File: config.mk
export PLATFORM = sky130hd
export DESIGN_NAME = spi_rx_slave_flat
export DESIGN_NICKNAME = d
export VERILOG_FILES = /design/src/rtl/spi_rx_slave_if.sv /design/src/rtl/spi_rx_slave.sv /design/src/flat_wrapper.sv
export SDC_FILE = /design/constraint.sdc
export NUM_CORES = 1
export LEC_CHECK = 0
export ABC_AREA = 0
export CORE_MARGIN = 10
export CORE_UTILIZATION = 30
export CTS_BUF_LIST = sky130_fd_sc_hd__clkbuf_16
export CTS_CLUSTER_DIAMETER = 200
export CTS_CLUSTER_SIZE = 28
export DETAILED_ROUTE_END_ITERATION = 12
export PLACE_DENSITY = 0.54
export SYNTH_ARGS = -nofsm -noshare
export SYNTH_HDL_FRONTEND = slang
export SYNTH_SLANG_ARGS = --single-unit
File: constraint.sdc
create_clock -name clk -period 1.7 [get_ports clk]
set_clock_uncertainty 0.2 [all_clocks]
set_input_delay 0.51 -clock clk [delete_from_list [all_inputs] [get_ports clk]]
set_output_delay 0.51 -clock clk [all_outputs]
set_load 0.005 [all_outputs]
File: src/rtl/spi_rx_slave_if.sv
// rtl/spi_rx_slave_if.sv - received-frame handoff bus between the SPI receiver and its consumer
interface spi_rx_slave_if #(
  parameter int DATA_DEPTH = 54
);
  logic [DATA_DEPTH-1:0] rx_data;
  logic [7:0]            rx_bits;
  logic                  rx_valid;
  logic                  rx_ack;
  logic                  rx_ovf;

  modport master (output rx_data, rx_bits, rx_valid, rx_ovf, input rx_ack);
  modport slave  (input rx_data, rx_bits, rx_valid, rx_ovf, output rx_ack);
endinterface

File: src/rtl/spi_rx_slave.sv
// rtl/spi_rx_slave.sv - SPI receive-only slave with latch-enable framing, timeout abort and one-deep frame hold
module spi_rx_slave #(
  parameter int DATA_DEPTH = 54,
  parameter int TIMEOUT    = 255
) (
  input  logic           clk,
  input  logic           rst,
  input  logic           spi_sclk,
  input  logic           spi_mosi,
  input  logic           spi_le,
  spi_rx_slave_if.master rx,
  output logic           rx_overrun,
  output logic           frame_err
);

  localparam logic [7:0] DEPTH_CNT = 8'(DATA_DEPTH);
  localparam logic [7:0] TO_CNT    = 8'(TIMEOUT);

  typedef enum logic {IDLE, SHIFT} state_t;

  state_t                state;
  logic [2:0]            sclk_q, mosi_q, le_q;
  logic [DATA_DEPTH-1:0] shreg, sh_n;
  logic [7:0]            cnt, cnt_n, tcnt;
  logic                  ovf, ovf_n;
  logic                  sclk_rise, le_rise, done;

  always_ff @(posedge clk) begin
    if (rst) begin
      sclk_q <= '0;
      mosi_q <= '0;
      le_q   <= '0;
    end else begin
      sclk_q <= {sclk_q[1:0], spi_sclk};
      mosi_q <= {mosi_q[1:0], spi_mosi};
      le_q   <= {le_q[1:0], spi_le};
    end
  end

  assign sclk_rise = sclk_q[1] & ~sclk_q[2];
  assign le_rise   = le_q[1] & ~le_q[2];
  // A bit arriving with le in the same cycle belongs to the frame, even from IDLE.
  assign done      = le_rise && (state == SHIFT || sclk_rise);

  // mosi stage 3 lines up with the sclk edge seen between stages 2 and 3.
  always_comb begin
    sh_n  = shreg;
    cnt_n = cnt;
    ovf_n = ovf;
    if (sclk_rise) begin
      sh_n = {shreg[DATA_DEPTH-2:0], mosi_q[2]};
      if (cnt == DEPTH_CNT) ovf_n = 1'b1;
      else                  cnt_n = cnt + 8'd1;
    end
  end

  always_ff @(posedge clk) begin
    if (rst) begin
      state       <= IDLE;
      shreg       <= '0;
      cnt         <= '0;
      tcnt        <= '0;
      ovf         <= 1'b0;
      rx.rx_data  <= '0;
      rx.rx_bits  <= '0;
      rx.rx_valid <= 1'b0;
      rx.rx_ovf   <= 1'b0;
      rx_overrun  <= 1'b0;
      frame_err   <= 1'b0;
    end else begin
      frame_err <= 1'b0;
      if (rx.rx_valid && rx.rx_ack) rx.rx_valid <= 1'b0;

      if (done) begin
        if (!rx.rx_valid || rx.rx_ack) begin
          rx.rx_data  <= sh_n;
          rx.rx_bits  <= cnt_n;
          rx.rx_ovf   <= ovf_n;
          rx.rx_valid <= 1'b1;
        end else begin
          rx_overrun <= 1'b1;
        end
        shreg <= '0;
        cnt   <= '0;
        ovf   <= 1'b0;
        tcnt  <= '0;
        state <= IDLE;
      end else if (le_rise) begin
        frame_err <= 1'b1;
      end else if (sclk_rise) begin
        shreg <= sh_n;
        cnt   <= cnt_n;
        ovf   <= ovf_n;
        tcnt  <= '0;
        state <= SHIFT;
      end else if (state == SHIFT) begin
        if (tcnt == TO_CNT) begin
          frame_err <= 1'b1;
          shreg     <= '0;
          cnt       <= '0;
          ovf       <= 1'b0;
          tcnt      <= '0;
          state     <= IDLE;
        end else begin
          tcnt <= tcnt + 8'd1;
        end
      end
    end
  end

endmodule

File: src/flat_wrapper.sv
// flat-port wrapper written by rule: the top's interface ports become plain ports
module spi_rx_slave_flat 
#(
  parameter int DATA_DEPTH = 54,
  parameter int TIMEOUT    = 255
)
  (clk, rst, spi_sclk, spi_mosi, spi_le, rx_overrun, frame_err, rx_rx_data, rx_rx_bits, rx_rx_valid, rx_rx_ovf, rx_rx_ack);
  spi_rx_slave_if #(.DATA_DEPTH(DATA_DEPTH)) rx_i ();
  input  logic clk;
  input  logic rst;
  input  logic spi_sclk;
  input  logic spi_mosi;
  input  logic spi_le;
  output logic rx_overrun;
  output logic frame_err;
  output wire logic [$bits(rx_i.rx_data)-1:0] rx_rx_data;
  output wire logic [$bits(rx_i.rx_bits)-1:0] rx_rx_bits;
  output wire logic [$bits(rx_i.rx_valid)-1:0] rx_rx_valid;
  output wire logic [$bits(rx_i.rx_ovf)-1:0] rx_rx_ovf;
  input wire logic [$bits(rx_i.rx_ack)-1:0] rx_rx_ack;
  assign rx_rx_data = rx_i.rx_data;
  assign rx_rx_bits = rx_i.rx_bits;
  assign rx_rx_valid = rx_i.rx_valid;
  assign rx_rx_ovf = rx_i.rx_ovf;
  assign rx_i.rx_ack = rx_rx_ack;
  spi_rx_slave #(.DATA_DEPTH(DATA_DEPTH), .TIMEOUT(TIMEOUT)) u_core (.clk(clk), .rst(rst), .spi_sclk(spi_sclk), .spi_mosi(spi_mosi), .spi_le(spi_le), .rx(rx_i), .rx_overrun(rx_overrun), .frame_err(frame_err));
endmodule
After elaboration in Yosys (flattened, before gate mapping)
Index checks and enable logic that the tools add are counted.
Cells by class
  add/subtract/negate cells: 2
  multiply operators: 0
  div/mod/pow operators: 0
  magnitude comparators: 0
  eq/ne operators: 2
  shifts and indexed selects: 0
  mux-type cells: 27
  bitwise gates (word level): 6
  reduce and logical (&&, ||, !) cells: 12
Operator list (count)
  $mux 54: 4
  $mux 8: 8
  $add 8x1->8 const B: 2
  $mux 1: 15
  $eq 8x6->1 const B: 1
  $eq 8x8->1 const B: 1
  $reduce_and 2->1: 3
  $not 1->1: 4
  $reduce_bool 2->1: 2
  $reduce_and 3->1: 1
  $and 1x1->1: 2
  $logic_and 1x1->1: 2
  $logic_or 1x1->1: 2
  $reduce_or 2->1: 1
  $logic_not 1->1: 1
Storage, ports and cells
  register bits: 147
  bits in latches: 0
  bits in writable memories: 0
  bits in read-only memories: 0
  input bits: 6
  output and inout bits: 66
  memories kept: 0

Depth between registers and ports, before layout
  word-level depth: 5
  depth in mapped cells: 7
  gate-level depth less buffers: 6

Worst setup path before layout
Ideal clock, no wire load.
  path type: register -> register
  from: register u_core.tcnt[0]
  to: register u_core.shreg[10]
  setup time: 0.117 ns
  data arrival time: 1.502 ns
  data required time: 1.383 ns
  path slack: -0.119 ns
  stages on the path, launching flop included: 8
  buffers on the path: 2
  path through: dfxtp_1 -> ha_1 -> and2_1 -> nand4_4 -> and2_1 -> buf_6 -> buf_6 -> a22o_1
Between the ends
  cells in the longest elaborated chain, start to end: 3
Ends and longest elaborated chain
  from (decl): RTL line spi_rx_slave.sv:24  | logic [7:0] cnt, cnt_n, tcnt;
  from (signal assigned): RTL line spi_rx_slave.sv:105  | tcnt <= tcnt + 8'd1;
  $eq 8x8->1: RTL line spi_rx_slave.sv:97  | if (tcnt == TO_CNT) begin
  $reduce_bool 2->1 (no source line)
  $reduce_and 3->1 (no source line)
  to (signal assigned): RTL line spi_rx_slave.sv:91  | shreg <= sh_n;
  to (decl): RTL line spi_rx_slave.sv:23  | logic [DATA_DEPTH-1:0] shreg, sh_n;
No other way between the ends.
A chain may end at the register's enable or synchronous reset.

Worst setup path in the final report
  from: register u_core.le_q[1]
  to: register u_core.rx.rx_data[37]
Between the ends
  cells in the longest elaborated chain, start to end: 3
Ends and longest elaborated chain
  from (decl): RTL line spi_rx_slave.sv:22  | logic [2:0] sclk_q, mosi_q, le_q;
  from (signal assigned): RTL line spi_rx_slave.sv:36  | le_q <= {le_q[1:0], spi_le};
  $and 1x1->1: RTL line spi_rx_slave.sv:41  | assign le_rise = le_q[1] & ~le_q[2];
  $logic_and 1x1->1: RTL line spi_rx_slave.sv:43  | assign done = le_rise && (state == SHIFT || sclk_rise);
  $reduce_and 2->1 (no source line)
  to (signal assigned): RTL line spi_rx_slave.sv:76  | rx.rx_data <= sh_n;
  to (decl): RTL line spi_rx_slave_if.sv:11  | modport master (output rx_data, rx_bits, rx_valid, rx_ovf, input rx_ack);
No other way between the ends.

==> reports/metrics.yaml <==
synthesis:
  synth.avg_cell_area_um2: 9.41
  synth_flop_cell: "sky130_fd_sc_hd__dfxtp_1"
  synth_largest_type_area_fraction: 0.515
  sequential_share_of_the_synthesized_area: 0.515
  async_reset_ff_frac: 0
  synth_top_cells_by_area: "sky130_fd_sc_hd__dfxtp_1 (52%), sky130_fd_sc_hd__a22o_1 (8.4%), sky130_fd_sc_hd__a311oi_1 (8.3%)"
  ys_types: 47
  ys_ff_latch: 147
  top_post_synthesis_cells_by_count: "sky130_fd_sc_hd__dfxtp_1 (147), sky130_fd_sc_hd__nand2_1 (115), sky130_fd_sc_hd__nor2_1 (69)"
  post_synth_instance_area_um2: 5710
  syn_inst: 607
  syn_nets: 616
  netlist.top_cell.by_area: "sky130_fd_sc_hd__dfxtp_1"
  synth.yosys.warnings: 0
  yosys.cell_count.top_type: "sky130_fd_sc_hd__dfxtp_1"
  number_of_enable_flip_flop_cells_after_synthesis: 0
critical_path:
  crit-reg2reg-capture: "u_core.rx.rx_data[37]$_SDFFE_PP0P_"
  worst_setup_path_start_kind: "register"
  worstPathMaxFanout: 9
  timing.reg2reg.worst_path_depth: 6
  cp.arrival_ns: 1.82
  rr_startpoint: "u_core.le_q[1]$_SDFF_PP0_"
  critPathKind: "reg -> reg"
  reg2reg_setup_slack_ns: -0.008
  timing.critical_path.to_type: "register"
  timing.critical_path.required_ns: 1.82
placement:
  hpwl_um: 9600
  post-place-ws_ns: -0.617
  io_buffer_count: 71
  finalWeightedCongestion: 0.819
  placement.cell_area_um2: 6980
  place.detailed.instances: 914
die:
  ios: 72
  die-width_um: 158
  floorplan_die_height_um: 158
  floorplan.initialDensity: 0.305
  die_area_um2: 25000
  rows: 50
  core_region_area_um2: 18700
cells_and_area:
  design.final.nets: 735
  area_growth_pct: 39.5
  multi_input_area_um2: 2680
  regArea_um2: 2990
  final_util: 0.426
  fillCellCount: 1802
  final_cell_area_um2: 7970
  layout.cells.non_filler: 971
  drive_above_1_share: 0.332
global_route:
  grt_antenna_before_repair: 0
  gr-usage-met1: 0.143
  use_met2: 0.205
  grt_pass1_vias: 4758
  grt_start_max_net_pins: 49
  layer_carrying_the_most_global_route_usage: "met2"
  globalRouteTotalUtil: 0.122
  grt_overflow: 0
  use_met3: 0.0431
  grt_first_pass_wirelength_um: 24400
route:
  finalWirelength_um: 15600
  antenna_violating_nets_post_route: 0
  num_vias: 4883
  drtPass1Iterations: 5
  drc: 0
  dr.first_iter.drc_count: 275
  viasPerCell: 5.03
  routedWlPerCell_um: 16.1
timing:
  max_freq_mhz: 586
  final.min_clock_period_ns: 1.71
  maxSlewViolCount: 0
  setup_ws_ns: -0.00788
  max_slew_margin: 0.593
  hold-worst-slack_ns: 0.237
  final_min_period_over_clock_period: 1.00
  worst_slew_pin_slew_ns: 0.611
  final-setup-viol-count: 2
  setup_tns_ns: -0.0106
  rsz_0062_raised_after_global_routing: "true"
  report.final.hold_viol_count: 0
clock_tree:
  cts_made_buffers: 17
  ctsHtreeMaxLevel: 4
  cts-root-buf: "sky130_fd_sc_hd__clkbuf_16"
  clockBufferDepth: 2
  clkSlewWorstSetupHoldPaths_ns: 0.06
  cts.sink_count: 147
  cts_tree: "yes"
  clk-insertion-delay-late_ns: 0.42
power:
  max-vdd-ir-drop_mv: 0.708
  pwr_density_cell_nw_per_um2: 947
  total_power_mw: 7.54
  pleak_nw: 2.93
run:
  max_cap_viols: 0
status:
  violations: "negative setup slack"
  run_status: "finished, violations left"
min_path:
  whs_endpoint: "u_core.le_q[1]$_SDFF_PP0_"
  timing.hold.worst.start: "u_core.le_q[0]$_SDFF_PP0_"
  timing.hold.worst_path_depth: 1
  hold_path.class: "reg -> reg"
[registers in the layout, summed over array words and instances, names as in the netlist]
signal,cells
u_core.rx.rx_ovf,1
u_core.mosi_q,3
u_core.state,1
u_core.tcnt,8
u_core.cnt,8
u_core.sclk_q,3
u_core.rx_overrun,1
u_core.rx.rx_bits,8
u_core.frame_err,1
u_core.le_q,3
u_core.rx.rx_valid,1
u_core.shreg,54
u_core.rx.rx_data,54
u_core.ovf,1
[placed cells by master (no fill, tap or decap), drive strengths merged, types with 2 or more instances in the layout]
cell type / netlist / layout
a21o: 2 / 2
o21ai: 5 / 5
nand3: 5 / 5
xor2: 5 / 5
clkdlybuf4s50: 0 / 3
a22o: 55 / 55
or3: 2 / 2
clkdlybuf4s15: 0 / 18
nand4: 2 / 2
and2: 3 / 3
a2bb2oi: 2 / 2
o211ai: 5 / 5
a31oi: 4 / 4
nand2: 115 / 115
clkinv: 0 / 5
bufbuf: 0 / 2
o41ai: 2 / 2
dfxtp: 147 / 147
buf: 36 / 94
a211oi: 5 / 5
a21oi: 13 / 13
o2111ai: 3 / 3
xnor2: 7 / 7
clkbuf: 18 / 53
nor3: 8 / 8
nand2b: 3 / 3
inv: 4 / 8
and3: 5 / 5
bufinv: 0 / 3
nor2b: 11 / 11
nand3b: 4 / 4
a311oi: 54 / 54
nor2: 69 / 69
ha: 3 / 3
[what timing repair did]
action | CTS | global route
cloned | 5 | 4
pin swaps | 9 | 24
setup endpoints to repair | 170 | 180
gates resized for setup | 211 | 84
hold buffers | 0 | 0
buffers inserted | 12 | 7
[critical path, stage by stage, from the launching register on]
cell                        delay, ns
sky130_fd_sc_hd__dfxtp_2         0.32
sky130_fd_sc_hd__nor2b_4         0.24
sky130_fd_sc_hd__o211a_4         0.21
sky130_fd_sc_hd__buf_12          0.17
sky130_fd_sc_hd__clkbuf_16       0.17
sky130_fd_sc_hd__nor2_1          0.04
sky130_fd_sc_hd__a311oi_1        0.23
[area by class of cell]
type / instances / share of cell area
Tap cell: 234 / 0.0368
Timing Repair Buffer: 154 / 0.180
Multi-Input combinational cell: 402 / 0.337
Clock inverter: 12 / 0.0160
Clock buffer: 17 / 0.0534
Antenna cell: 1 / 0.000314
Sequential cell: 147 / 0.375
Inverter: 4 / 0.00189
[layer usage]
layer  vias to the layer above  part of all wire
met2                        98              0.48
met4                         0             0.014
met5                         -                 0
met3                        23             0.058
li1                       2423                 -
met1                      2339              0.45
[power by group]
part / total, mW / internal (mW) / switching (mW)
clock network: 3.58 / 2.24 / 1.34
registers: 3.52 / 3.49 / 0.0273
logic: 0.438 / 0.199 / 0.239
[cell families (layout without fill, tap and decap cells)]
family	Yosys count	after routing	synth area share
DFF	147	147	0.515
and+or+nand+nor	232	232	0.179
adders and majority gates	3	3	0.00657
buffers and inverters	58	187	0.0559
AOI/OAI and AO/OA	155	155	0.225
xor gates and xnor gates	12	12	0.0184
other	0	1	0
[worst max-delay path by stage]
stage,endpoint,from,cells past startpoint
6_report,u_core.rx.rx_data[37]$_SDFFE_PP0P_,u_core.le_q[1]$_SDFF_PP0_,6
3_5_place_dp,u_core.rx.rx_data[45]$_SDFFE_PP0P_,rx_rx_ack,6
2_1_floorplan,u_core.cnt[0]$_SDFFE_PP0P_,rst,4
5_1_grt,u_core.rx.rx_data[40]$_SDFFE_PP0P_,u_core.le_q[1]$_SDFF_PP0_,6
3_3_place_gp,u_core.rx.rx_data[45]$_SDFFE_PP0P_,rx_rx_ack,6
4_1_cts,u_core.rx.rx_data[41]$_SDFFE_PP0P_,u_core.le_q[1]$_SDFF_PP0_,6
(Power assumes the default switching activity.)
